**config.mk**
```make
export PLATFORM = sky130hd
export DESIGN_NAME = fifo_sync_param
export DESIGN_NICKNAME = d
export VERILOG_FILES = /design/src/rtl/fifo_pkg.sv /design/src/rtl/fifo_sync_param_mem.sv /design/src/rtl/fifo_sync_param.sv
export SDC_FILE = /design/constraint.sdc
export NUM_CORES = 1
export LEC_CHECK = 0
export CORE_MARGIN = 4
export CORE_UTILIZATION = 65
export CTS_BUF_LIST = sky130_fd_sc_hd__clkbuf_4 sky130_fd_sc_hd__clkbuf_8
export DETAILED_ROUTE_END_ITERATION = 10
export MAX_ROUTING_LAYER = met4
export PLACE_DENSITY = 0.85
export SLEW_MARGIN = 20
export SYNTH_ARGS = -nofsm -noshare
export SYNTH_HDL_FRONTEND = slang
export SYNTH_SLANG_ARGS = --single-unit
```
**constraint.sdc**
```tcl
create_clock -name clk -period 6.85 [get_ports clk]
set_input_delay 1.37 -clock clk [delete_from_list [all_inputs] [get_ports clk]]
set_output_delay 1.37 -clock clk [all_outputs]
set_load 0.01 [all_outputs]
```
**src/rtl/fifo_pkg.sv**
```systemverilog
// Shared FIFO helpers: pointer-width derivation and parameter legality checks.
// Latency: none (elaboration-time constant functions only).
// Backpressure: not applicable; reused by sync, async and multi-channel FIFOs.
package fifo_pkg;

    // Ceiling log2 for positive sizes; 1 maps to 0.
    function automatic int clog2(input int n);
        int r;
        r = 0;
        while ((1 << r) < n) begin
            r = r + 1;
        end
        return r;
    endfunction

    // Pointer width for a FIFO of the given depth; never narrower than 1 bit.
    function automatic int addr_w(input int depth);
        return (depth < 2) ? 1 : clog2(depth);
    endfunction

    // Depth must be a power of two so the pointers wrap for free.
    function automatic bit depth_legal(input int depth);
        return (depth >= 2) && ((depth & (depth - 1)) == 0);
    endfunction

    function automatic bit af_legal(input int af, input int depth);
        return (af >= 1) && (af <= depth);
    endfunction

    function automatic bit ae_legal(input int ae, input int depth);
        return (ae >= 0) && (ae <= depth - 1);
    endfunction

endpackage

```
**src/rtl/fifo_sync_param_mem.sv**
```systemverilog
// Storage array: one synchronous write port, one asynchronous read port.
// Latency: write visible at the read port after the write edge; read is combinational.
// Backpressure: none; the caller gates we_i with its own accept logic.
module fifo_sync_param_mem #(
    parameter int DATA_W = 8,
    parameter int DEPTH  = 16,
    parameter int ADDR_W = 4
) (
    input  logic              clk,
    input  logic              we_i,
    input  logic [ADDR_W-1:0] waddr_i,
    input  logic [DATA_W-1:0] wdata_i,
    input  logic [ADDR_W-1:0] raddr_i,
    output logic [DATA_W-1:0] rdata_o
);

    logic [DATA_W-1:0] mem_q [DEPTH];

    // Storage is deliberately not reset; only the pointers define what is valid.
    always_ff @(posedge clk) begin
        if (we_i) begin
            mem_q[waddr_i] <= wdata_i;
        end
    end

    assign rdata_o = mem_q[raddr_i];

endmodule

```
**src/rtl/fifo_sync_param.sv**
```systemverilog
// Single-clock FIFO with occupancy count, almost thresholds and selectable read mode.
// Latency: 1 cycle read in registered mode; head visible combinationally in FWFT mode.
// Backpressure: writes when full are dropped (unless a read pops the same cycle), reads when empty dropped; both pulse a flag.
module fifo_sync_param
    import fifo_pkg::*;
#(
    parameter int DATA_W    = 8,
    parameter int DEPTH     = 16,
    parameter int AF_THRESH = 14,
    parameter int AE_THRESH = 2,
    parameter int FWFT      = 0
) (
    input  logic                   clk,
    input  logic                   reset,
    input  logic [DATA_W-1:0]      data_in,
    input  logic                   en_write,
    input  logic                   en_read,
    output logic [DATA_W-1:0]      data_out,
    output logic                   valid_out,
    output logic                   full,
    output logic                   empty,
    output logic                   almost_full,
    output logic                   almost_empty,
    output logic [$clog2(DEPTH):0] count,
    output logic                   overflow,
    output logic                   underflow
);

    localparam int ADDR_W = addr_w(DEPTH);
    localparam int CNT_W  = ADDR_W + 1;
    localparam logic [CNT_W-1:0] DEPTH_C = CNT_W'(DEPTH);
    localparam logic [CNT_W-1:0] AF_C    = CNT_W'(AF_THRESH);
    localparam logic [CNT_W-1:0] AE_C    = CNT_W'(AE_THRESH);

    if (!depth_legal(DEPTH)) begin : g_bad_depth
        $error("fifo_sync_param: DEPTH must be a power of 2 and at least 2");
    end
    if (!af_legal(AF_THRESH, DEPTH)) begin : g_bad_af
        $error("fifo_sync_param: AF_THRESH out of range 1..DEPTH");
    end
    if (!ae_legal(AE_THRESH, DEPTH)) begin : g_bad_ae
        $error("fifo_sync_param: AE_THRESH out of range 0..DEPTH-1");
    end

    logic [ADDR_W-1:0] wr_ptr_q, wr_ptr_d;
    logic [ADDR_W-1:0] rd_ptr_q, rd_ptr_d;
    logic [CNT_W-1:0]  count_q, count_d;
    logic              ovf_q, ovf_d;
    logic              unf_q, unf_d;
    logic              rd_acc, wr_acc;
    logic [DATA_W-1:0] mem_rdata;

    assign empty        = (count_q == '0);
    assign full         = (count_q == DEPTH_C);
    assign almost_full  = (count_q >= AF_C);
    assign almost_empty = (count_q <= AE_C);
    assign count        = count_q;
    assign overflow     = ovf_q;
    assign underflow    = unf_q;

    // A full FIFO still takes a write if the same cycle frees a slot.
    assign rd_acc = en_read & ~empty;
    assign wr_acc = en_write & (~full | rd_acc);

    fifo_sync_param_mem #(
        .DATA_W (DATA_W),
        .DEPTH  (DEPTH),
        .ADDR_W (ADDR_W)
    ) u_mem (
        .clk     (clk),
        .we_i    (wr_acc),
        .waddr_i (wr_ptr_q),
        .wdata_i (data_in),
        .raddr_i (rd_ptr_q),
        .rdata_o (mem_rdata)
    );

    // Pointer, occupancy and reject-flag next state.
    always_comb begin
        wr_ptr_d = wr_ptr_q;
        rd_ptr_d = rd_ptr_q;
        count_d  = count_q;
        ovf_d    = en_write & ~wr_acc;
        unf_d    = en_read & ~rd_acc;
        if (wr_acc) begin
            wr_ptr_d = wr_ptr_q + ADDR_W'(1);
        end
        if (rd_acc) begin
            rd_ptr_d = rd_ptr_q + ADDR_W'(1);
        end
        case ({wr_acc, rd_acc})
            2'b10:   count_d = count_q + CNT_W'(1);
            2'b01:   count_d = count_q - CNT_W'(1);
            default: count_d = count_q;
        endcase
    end

    // Control state register.
    always_ff @(posedge clk or posedge reset) begin
        if (reset) begin
            wr_ptr_q <= '0;
            rd_ptr_q <= '0;
            count_q  <= '0;
            ovf_q    <= 1'b0;
            unf_q    <= 1'b0;
        end else begin
            wr_ptr_q <= wr_ptr_d;
            rd_ptr_q <= rd_ptr_d;
            count_q  <= count_d;
            ovf_q    <= ovf_d;
            unf_q    <= unf_d;
        end
    end

    if (FWFT != 0) begin : g_fwft
        // Head of queue is presented directly; data is meaningless while empty.
        assign data_out  = mem_rdata;
        assign valid_out = ~empty;
    end else begin : g_reg
        logic [DATA_W-1:0] dout_q, dout_d;
        logic              vld_q, vld_d;

        // Capture the head on an accepted read; otherwise hold data, drop valid.
        always_comb begin
            dout_d = dout_q;
            vld_d  = 1'b0;
            if (rd_acc) begin
                dout_d = mem_rdata;
                vld_d  = 1'b1;
            end
        end

        // Registered read output.
        always_ff @(posedge clk or posedge reset) begin
            if (reset) begin
                dout_q <= '0;
                vld_q  <= 1'b0;
            end else begin
                dout_q <= dout_d;
                vld_q  <= vld_d;
            end
        end

        assign data_out  = dout_q;
        assign valid_out = vld_q;
    end

endmodule
```
==> impl_summary.txt, run 1 <==
----------------------------------------------------
[Detailed routing]
  DRC marker count from the first detailed-route iteration ... 390
  Wirelength, routed ... 11600 µm
  Number of nets with antenna violations after detailed routing ... 0
  Via count ... slightly above 3000
  Detailed-router iteration count before antenna repair ... 5
  Detailed-route DRC error count ... 0
  Average vias per placed instance ... 6.36
  Detailed-route wire length per cell ... ~24 µm

[Clocking]
  Clock H-tree levels ... 4
  Number of hold buffers added after CTS ... 0
  Clock root buffer master ... clkbuf_8
  CTS Buf Count ... 17
  Clock sink total ... around 150
  Post-CTS setup-driven buffer insertion count ... 0
  Post-cts repair resize count ... 0
  CTS tree ... yes
  Clock-pin transition on the worst setup and hold timing paths ... 0.08 ns
  Buffer depth of the longest clock path ... 2
  Source-to-sink clock delay at the later pin of the worst-skew pair ... about 0.44 ns

[Power and ir drop]
  Pwr dens ... between 400 and 500 nW/µm²
  Maximum resistive drop on vdd ... approximately 310 µV
  Total power ... approximately 2800 µW
  Pleak ... 0.00237 µW

[Global routing]
  Aggregate global-route resource usage ... 0.238
  Grt total ovfl ... 0
  Maximum number of pins on one net before global-route repair ... 35
  Vias in the first global route ... ~3200
  Wire length of the first global-routing pass ... between 15000 and 20000 µm
  Initial antenna violation count ... 0

[Floorplanning]
  Core Rows ... 35
  Starting utilization of the core area ... 0.663
  Area of the die ... 11000 µm²
  Die width ... about 100 µm
  Area of the placeable core ... around 9200 µm²
  Chip Height ... between 100 and 150 µm
  Total I/O pin count ... 32

[Finish]
  Diodes inserted ... 0
  Layout cells sized above 1 ... 0.220
  Post-route standard cell area excluding fillers ... 6940 µm²
  Fill count ... 515
  Number of nets in the finished design ... 377
  Utilization of the core after routing ... 0.755
  Synthesis-to-finish area growth ... 13.9%

[STA]
  Final worst-path setup slack ... around 3.1 ns
  Highest clock rate ... between 200 and 300 MHz
  Time the worst path needs with I/O delays and setup ... about 3.7 ns
  Setup TNS Final ... 0 ns
  Period utilisation layout ... 0.543
  Post-route clock skew ... approximately 0.013 ns
  Measured slew at the worst slew-check pin ... approximately 0.93 ns
  Final Max Tran Viols ... 0
  Setup repair after global routing missed its margin ... no
  Relative slew slack ... 0.381
  Number of failing hold endpoints at the final stage ... 0
  Setup-violating endpoint count in the final report ... 0

[Setup path]
  Path type of the worst setup path ... in2reg
  Maximum fanout along the worst path ... 8
  Worst setup SP type ... input pin
  Worst Path Required ... between 6 and 7 ns
  Kind of end point of the critical path ... flop
  R2R depth ... 8
  Arrival time at the worst endpoint ... roughly 3.8 ns

[Placement]
  Worst slack after detailed placement ... around 2.5 ns
  Count of buffers from port buffering ... 31
  Routability Congestion ... about 0.85
  Post-placement cell area ... 6500 µm²
  Hpwl dp ... 7480 µm

[Run status]
  Result of the run ... complete, no violations

[Synthesis]
  Post-Synthesis Cell Area ... roughly 6100 µm²
  Most used flip-flop cell after synthesis ... edfxtp_1
  Number of flops mapped to enable cells by yosys ... between 100 and 150
  Average cell area after synthesis ... between 15 and 20 µm²
  Proportion of register bits with asynchronous set or reset after synthesis ... 0.158
  Count of cell types in the netlist ... 36
  Mapped Nets ... 340
  Register bit total from synthesis ... 152
  Proportion of synthesized chip area in sequential cells ... 0.729
  Post-synthesis instance total ... 319
  Total of warnings raised by yosys ... 0

[Min path]
  Hold Path Cell Cnt ... 2
  Min-delay worst type ... reg2reg

[Flow run]
  # Max-Cap Violations ... 0

----------------------------------------------------
-- metal layers --
layer,wire length [µm],share of wire,track usage,vias to the layer above
li1,-,-,-,1348
met1,4720,0.41,0.327,1571
met2,5970,0.51,0.373,116
met3,748,0.064,0.0439,19
met4,184,0.016,0.0750,0
met5,0,0,-,-
-- state kept, by name (all words and copies together) (netlist names) --
register	count
rd_ptr_q	4
valid_out	1
underflow	1
u_mem.mem_q	128
wr_ptr_q	4
count	5
data_out	8
overflow	1
-- layout make-up --
class | count | area, µm² | area share
Clock inverter | 15 | 189 | 0.0272
Tap cell | 111 | 139 | 0.0200
Clock buffer | 17 | 234 | 0.0337
Inverter | 7 | 26.3 | 0.00379
Sequential cell | 152 | 4440 | 0.640
Timing Repair Buffer | 34 | 333 | 0.0480
Multi-Input combinational cell | 144 | 1580 | 0.227
-- placed cells by master (no fill, tap or decap), types with 7 or more instances in the layout --
| cell type | Yosys | layout |
|---|---|---|
| o221ai_1 | 7 | 7 |
| mux4_2 | 32 | 32 |
| xnor2_1 | 8 | 8 |
| clkdlybuf4s50_1 | 0 | 31 |
| mux2i_1 | 15 | 15 |
| edfxtp_1 | 128 | 128 |
| ha_1 | 8 | 8 |
| clkbuf_8 | 0 | 17 |
| nor2_1 | 16 | 16 |
| dfrtp_1 | 24 | 24 |
| nand2_1 | 20 | 20 |
-- synthesized netlist by cell type (all sizes together), types with 2 or more instances --
cell | instances | area [µm²]
nand2b | 3 | 18.8
a21oi | 2 | 10.0
nand2 | 20 | 75.1
xnor2 | 8 | 70.1
nand4 | 2 | 12.5
edfxtp | 128 | 3840
o21ai | 2 | 21.3
clkbuf | 6 | 22.5
dfrtp | 24 | 601
o221ai | 7 | 61.3
buf | 10 | 47.6
a2111oi | 2 | 17.5
mux4 | 32 | 721
nor3 | 7 | 35.0
a21o | 2 | 15.0
ha | 8 | 100
mux2 | 4 | 45.0
nor4 | 2 | 12.5
nor2 | 16 | 60.1
inv | 7 | 26.3
mux2i | 17 | 186
-- logic make-up after synthesis --
group                      after synthesis  synth area share
DFF                                    152             0.729
AOI/OAI and AO/OA                       20            0.0275
muxes                                   53             0.156
adders and majority gates                9            0.0197
buffers and inverters                   23            0.0158
xor gates and xnor gates                 9            0.0129
and+or+nand+nor                         53            0.0388
-- per-stage QoR --
| stage | cells | hold WS [ns] |
|---|---|---|
| 2_1_floorplan | 319 | 0.522 |
| 3_3_place_gp | 448 | 0.474 |
| 3_5_place_dp | 448 | 0.484 |
| 4_1_cts | 480 | 0.508 |
| 5_1_grt | 480 | 0.546 |
| 6_report | 480 | 0.508 |
-- power by group --
| part | total (µW) | switching (µW) | leakage, µW | internal [µW] |
|---|---|---|---|---|
| clock network | 712 | 344 | 0.000214 | 369 |
| logic | 877 | 448 | 0.000713 | 429 |
| registers | 1260 | 108 | 0.00145 | 1150 |
-- critical path: stages --
cell	delay [ns]
clkdlybuf4s50_1	0.64
inv_1	0.12
a31oi_1	0.62
nand2_1	0.30
nor2_1	0.72
-- path summary, 6_finish.rpt --
| check | start | to | slack (ns) |
|---|---|---|---|
| max | en_write | u_mem.mem_q[11][0]$_DFFE_PP_ | 3.13 |
| max reg2reg | count[1]$_DFFE_PP0P_ | count[4]$_DFFE_PP0P_ | 3.33 |
| min in group asynchronous | reset | data_out[5]$_DFFE_PP0P_ | 1.45 |
| min | data_out[5]$_DFFE_PP0P_ | data_out[5]$_DFFE_PP0P_ | 0.51 |
| max in group asynchronous | reset | wr_ptr_q[0]$_DFFE_PP0P_ | 4.82 |
| min reg2reg | data_out[5]$_DFFE_PP0P_ | data_out[5]$_DFFE_PP0P_ | 0.51 |
Note: power is estimated with default switching activity, not from simulation.
==> run 2, diff against run 1 <==
--- a/config.mk
+++ b/config.mk
@@ -6,11 +6,11 @@
 export NUM_CORES = 1
 export LEC_CHECK = 0
 export CORE_MARGIN = 4
-export CORE_UTILIZATION = 65
+export CORE_UTILIZATION = 56
 export CTS_BUF_LIST = sky130_fd_sc_hd__clkbuf_4 sky130_fd_sc_hd__clkbuf_8
 export DETAILED_ROUTE_END_ITERATION = 10
 export MAX_ROUTING_LAYER = met4
-export PLACE_DENSITY = 0.85
+export PLACE_DENSITY = 0.78
 export SLEW_MARGIN = 20
 export SYNTH_ARGS = -nofsm -noshare
 export SYNTH_HDL_FRONTEND = slang
==> constraint.sdc (replaced) <==
create_clock -name clk -period 3.3 [get_ports clk]
set_input_delay 0.66 -clock clk [delete_from_list [all_inputs] [get_ports clk]]
set_output_delay 0.66 -clock clk [all_outputs]
set_load 0.01 [all_outputs]
==> impl_summary.txt, run 2 (synthesis gave the netlist of run 1 again) <==
----------------------------------------------------
[Power and ir drop]
  Power share of the sequential group ... 0.441 (about the same)
  Switching pwr ... 1820 µW (+100%)
  Switching part of the total power ... 0.303 (-0.0132)
  Pleak ... 0.00252 µW (+6.3%)
  Pwr dens ... 835 nW/µm² (+100%)
  Part of the power in combinational logic ... 0.298 (-0.010)
  Total power ... 6010 µW (+110%)
  Internal power contribution ... 4190 µW (+120%)
  Clk network pwr share ... 0.262 (+0.012)
  Maximum resistive drop on vdd ... 582 µV (+88%)

[STA]
  Setup TNS Final ... 0 ns (unchanged)
  Post-route clock skew ... 0.0122 ns (-0.000411 ns)
  Relative slew slack ... 0.344 (-0.0368)
  Measured slew at the worst slew-check pin ... 0.978 ns (+0.0502 ns)
  Final Max Tran Viols ... 0 (unchanged)
  Time the worst path needs with I/O delays and setup ... approximately 3.1 ns
  Setup-violating endpoint count in the final report ... 0 (unchanged)
  Highest clock rate ... 322 MHz
  Setup repair after global routing missed its margin ... no
  Period utilisation layout ... 0.941
  Number of failing hold endpoints at the final stage ... 0 (unchanged)
  Final worst-path setup slack ... 0.194 ns (-2.94 ns)

[Run status]
  Result of the run ... complete, no violations

[Setup path]
  Worst setup SP type ... flop
  Maximum fanout along the worst path ... 7 (-1)
  R2R depth ... 8 (unchanged)
  Kind of end point of the critical path ... flop
  Origin of the critical flop-to-flop path ... count[3]$_DFFE_PP0P_
  Worst Path Required ... 3.61 ns (-3.30 ns)
  Arrival time at the worst endpoint ... 3.42 ns (-0.36 ns)
  Worst setup path startpoint ... count[3]$_DFFE_PP0P_
  Path type of the worst setup path ... reg2reg
  Reg-to-reg critical path endpoint ... count[4]$_DFFE_PP0P_
  Worst R2R Setup Slack ... 0.19 ns (-3.14 ns)
  Destination of the critical timing path ... count[4]$_DFFE_PP0P_

[Global routing]
  Grt total ovfl ... 0 (unchanged)
  Initial antenna violation count ... 0 (unchanged)
  Met2 demand-to-capacity share in global routing ... 0.313 (-0.0591)
  Peak-usage layer in the global routing report ... met2
  Vias in the first global route ... 3381 (+6.5%)
  Aggregate global-route resource usage ... 0.198 (-0.0401)
  Global routing usage on met3 ... 0.0582 (+0.0144)
  Wire length of the first global-routing pass ... 18200 µm (-1.7%)
  Maximum number of pins on one net before global-route repair ... 25 (-29%)
  Global-route track usage on met1 ... 0.251 (-0.0758)

[Clocking]
  Clock root buffer master ... clkbuf_8
  Clock sink total ... 152 (unchanged)
  Post-cts repair resize count ... 0 (unchanged)
  Number of hold buffers added after CTS ... 0 (unchanged)
  Clock-pin transition on the worst setup and hold timing paths ... 0.08 ns (about the same)
  CTS Buf Count ... 17 (unchanged)
  Post-CTS setup-driven buffer insertion count ... 0 (unchanged)
  CTS tree ... yes
  Clock H-tree levels ... 4 (unchanged)
  Buffer depth of the longest clock path ... 2 (unchanged)
  Source-to-sink clock delay at the later pin of the worst-skew pair ... 0.44 ns (about the same)

[Detailed routing]
  DRC marker count from the first detailed-route iteration ... 371 (-4.9%)
  Via count ... 3137 (+2.7%)
  Detailed-router iteration count before antenna repair ... 5 (unchanged)
  Wirelength, routed ... 11300 µm (-3.2%)
  Average vias per placed instance ... 5.87 (-7.7%)
  Detailed-route DRC error count ... 0 (unchanged)
  Detailed-route wire length per cell ... 21.1 µm (-13%)
  Number of nets with antenna violations after detailed routing ... 0 (unchanged)

[Floorplanning]
  Die width ... 112 µm (+7.1%)
  Chip Height ... 112 µm (+7.1%)
  Starting utilization of the core area ... 0.583 (-0.0802)
  Area of the die ... 12600 µm² (+15%)
  Area of the placeable core ... 10500 µm² (+14%)
  Total I/O pin count ... 32 (unchanged)
  Core Rows ... 37 (+5.7%)

[Min path]
  Min-delay worst type ... reg2reg

[Placement]
  Routability Congestion ... 0.810 (-4.7%)
  Cells after DPL ... 502 (+12%)
  Count of buffers from port buffering ... 31 (unchanged)
  Post-placement cell area ... 6750 µm² (+3.8%)
  Worst slack after detailed placement ... 0.0883 ns (-2.42 ns)
  Hpwl dp ... 7490 µm (about the same)

[Finish]
  Post-route standard cell area excluding fillers ... 7200 µm² (+3.7%)
  Number of standard cells in the layout, taps in and fillers out ... 534 (+11%)
  Synthesis-to-finish area growth ... 18.0%
  Diodes inserted ... 0 (unchanged)
  Layout cells sized above 1 ... 0.266 (+0.0468)
  Flip-flop count of the largest register, all copies and words added ... 128 (unchanged)
  Register with the most flip-flops ... u_mem.mem_q
  Commonest cells after routing, fill and taps aside ... 128 x edfxtp_1, 32 x mux4_2, 32 x buf_4, 31 x clkdlybuf4s50_1, 24 x dfrtp_1
  Number of nets in the finished design ... 406 (+7.7%)
  Leading cell type in the layout, fill and taps excluded ... edfxtp_1

[Flow run]
  # Max-Cap Violations ... 0 (unchanged)

----------------------------------------------------
==> run 2: final cells by class <==
class	count	area [µm²]
Sequential cell	152	4440
Fill cell	668	3270
Multi-Input combinational cell	144	1560
Timing Repair Buffer	63	551
Clock buffer	17	234
Clock inverter	15	215
Tap cell	136	170
Inverter	7	26.3
==> run 2: per-stage QoR <==
step | hold WS [ns] | util
after floorplan | 0.522 | -
after global placement | 0.476 | 0.645
after detailed placement | 0.477 | 0.645
after CTS | 0.501 | 0.688
after global routing | 0.543 | 0.688
final | 0.501 | 0.688
==> run 2: worst min path at each step <==
stage,startpoint,endpoint,slack (ns),depth (start not counted)
CTS,data_out[3]$_DFFE_PP0P_,data_out[3]$_DFFE_PP0P_,0.50,2
global route,data_out[4]$_DFFE_PP0P_,data_out[4]$_DFFE_PP0P_,0.54,2
floorplan,data_out[0]$_DFFE_PP0P_,data_out[0]$_DFFE_PP0P_,0.52,2
finish,data_out[3]$_DFFE_PP0P_,data_out[3]$_DFFE_PP0P_,0.50,2
global placement,data_out[3]$_DFFE_PP0P_,data_out[3]$_DFFE_PP0P_,0.48,2
detailed placement,data_out[3]$_DFFE_PP0P_,data_out[3]$_DFFE_PP0P_,0.48,2
==> run 2: power groups by stage <==
| stage | registers (µW) | clock network [µW] | logic (µW) |
|---|---|---|---|
| floorplan | 2570 | 0 | 1260 |
| global placement | 2680 | 0 | 1760 |
| detailed placement | 2690 | 0 | 1800 |
| CTS | 2650 | 1590 | 1810 |
| global route | 2700 | 1690 | 1940 |
| finish | 2650 | 1570 | 1790 |
==> run 2: critical path, cell delays in order, from the launching register on <==
cell,delay [ns]
dfrtp_1,0.44
or4_1,0.64
o21ai_4,0.18
nor2_1,0.12
fa_1,0.41
a21o_1,0.19
a21oi_1,0.20
mux2_2,0.35
or3b_2,0.45
==> run 2: routing by layer <==
metal  routed length [µm]  vias up
met1                 4470     1598
li1                     -     1405
met4                  140        0
met3                  938       12
met5                    0        -
met2                 5700      122
==> run 3, diff against run 2 <==
--- a/config.mk
+++ b/config.mk
@@ -9,6 +9,7 @@
 export CORE_UTILIZATION = 56
 export CTS_BUF_LIST = sky130_fd_sc_hd__clkbuf_4 sky130_fd_sc_hd__clkbuf_8
 export DETAILED_ROUTE_END_ITERATION = 10
+export HOLD_SLACK_MARGIN = 0.05
 export MAX_ROUTING_LAYER = met4
 export PLACE_DENSITY = 0.78
 export SLEW_MARGIN = 20
==> results of run 3 <==
Same layout as run 2: the final DEF is identical, and so are final timing and power.
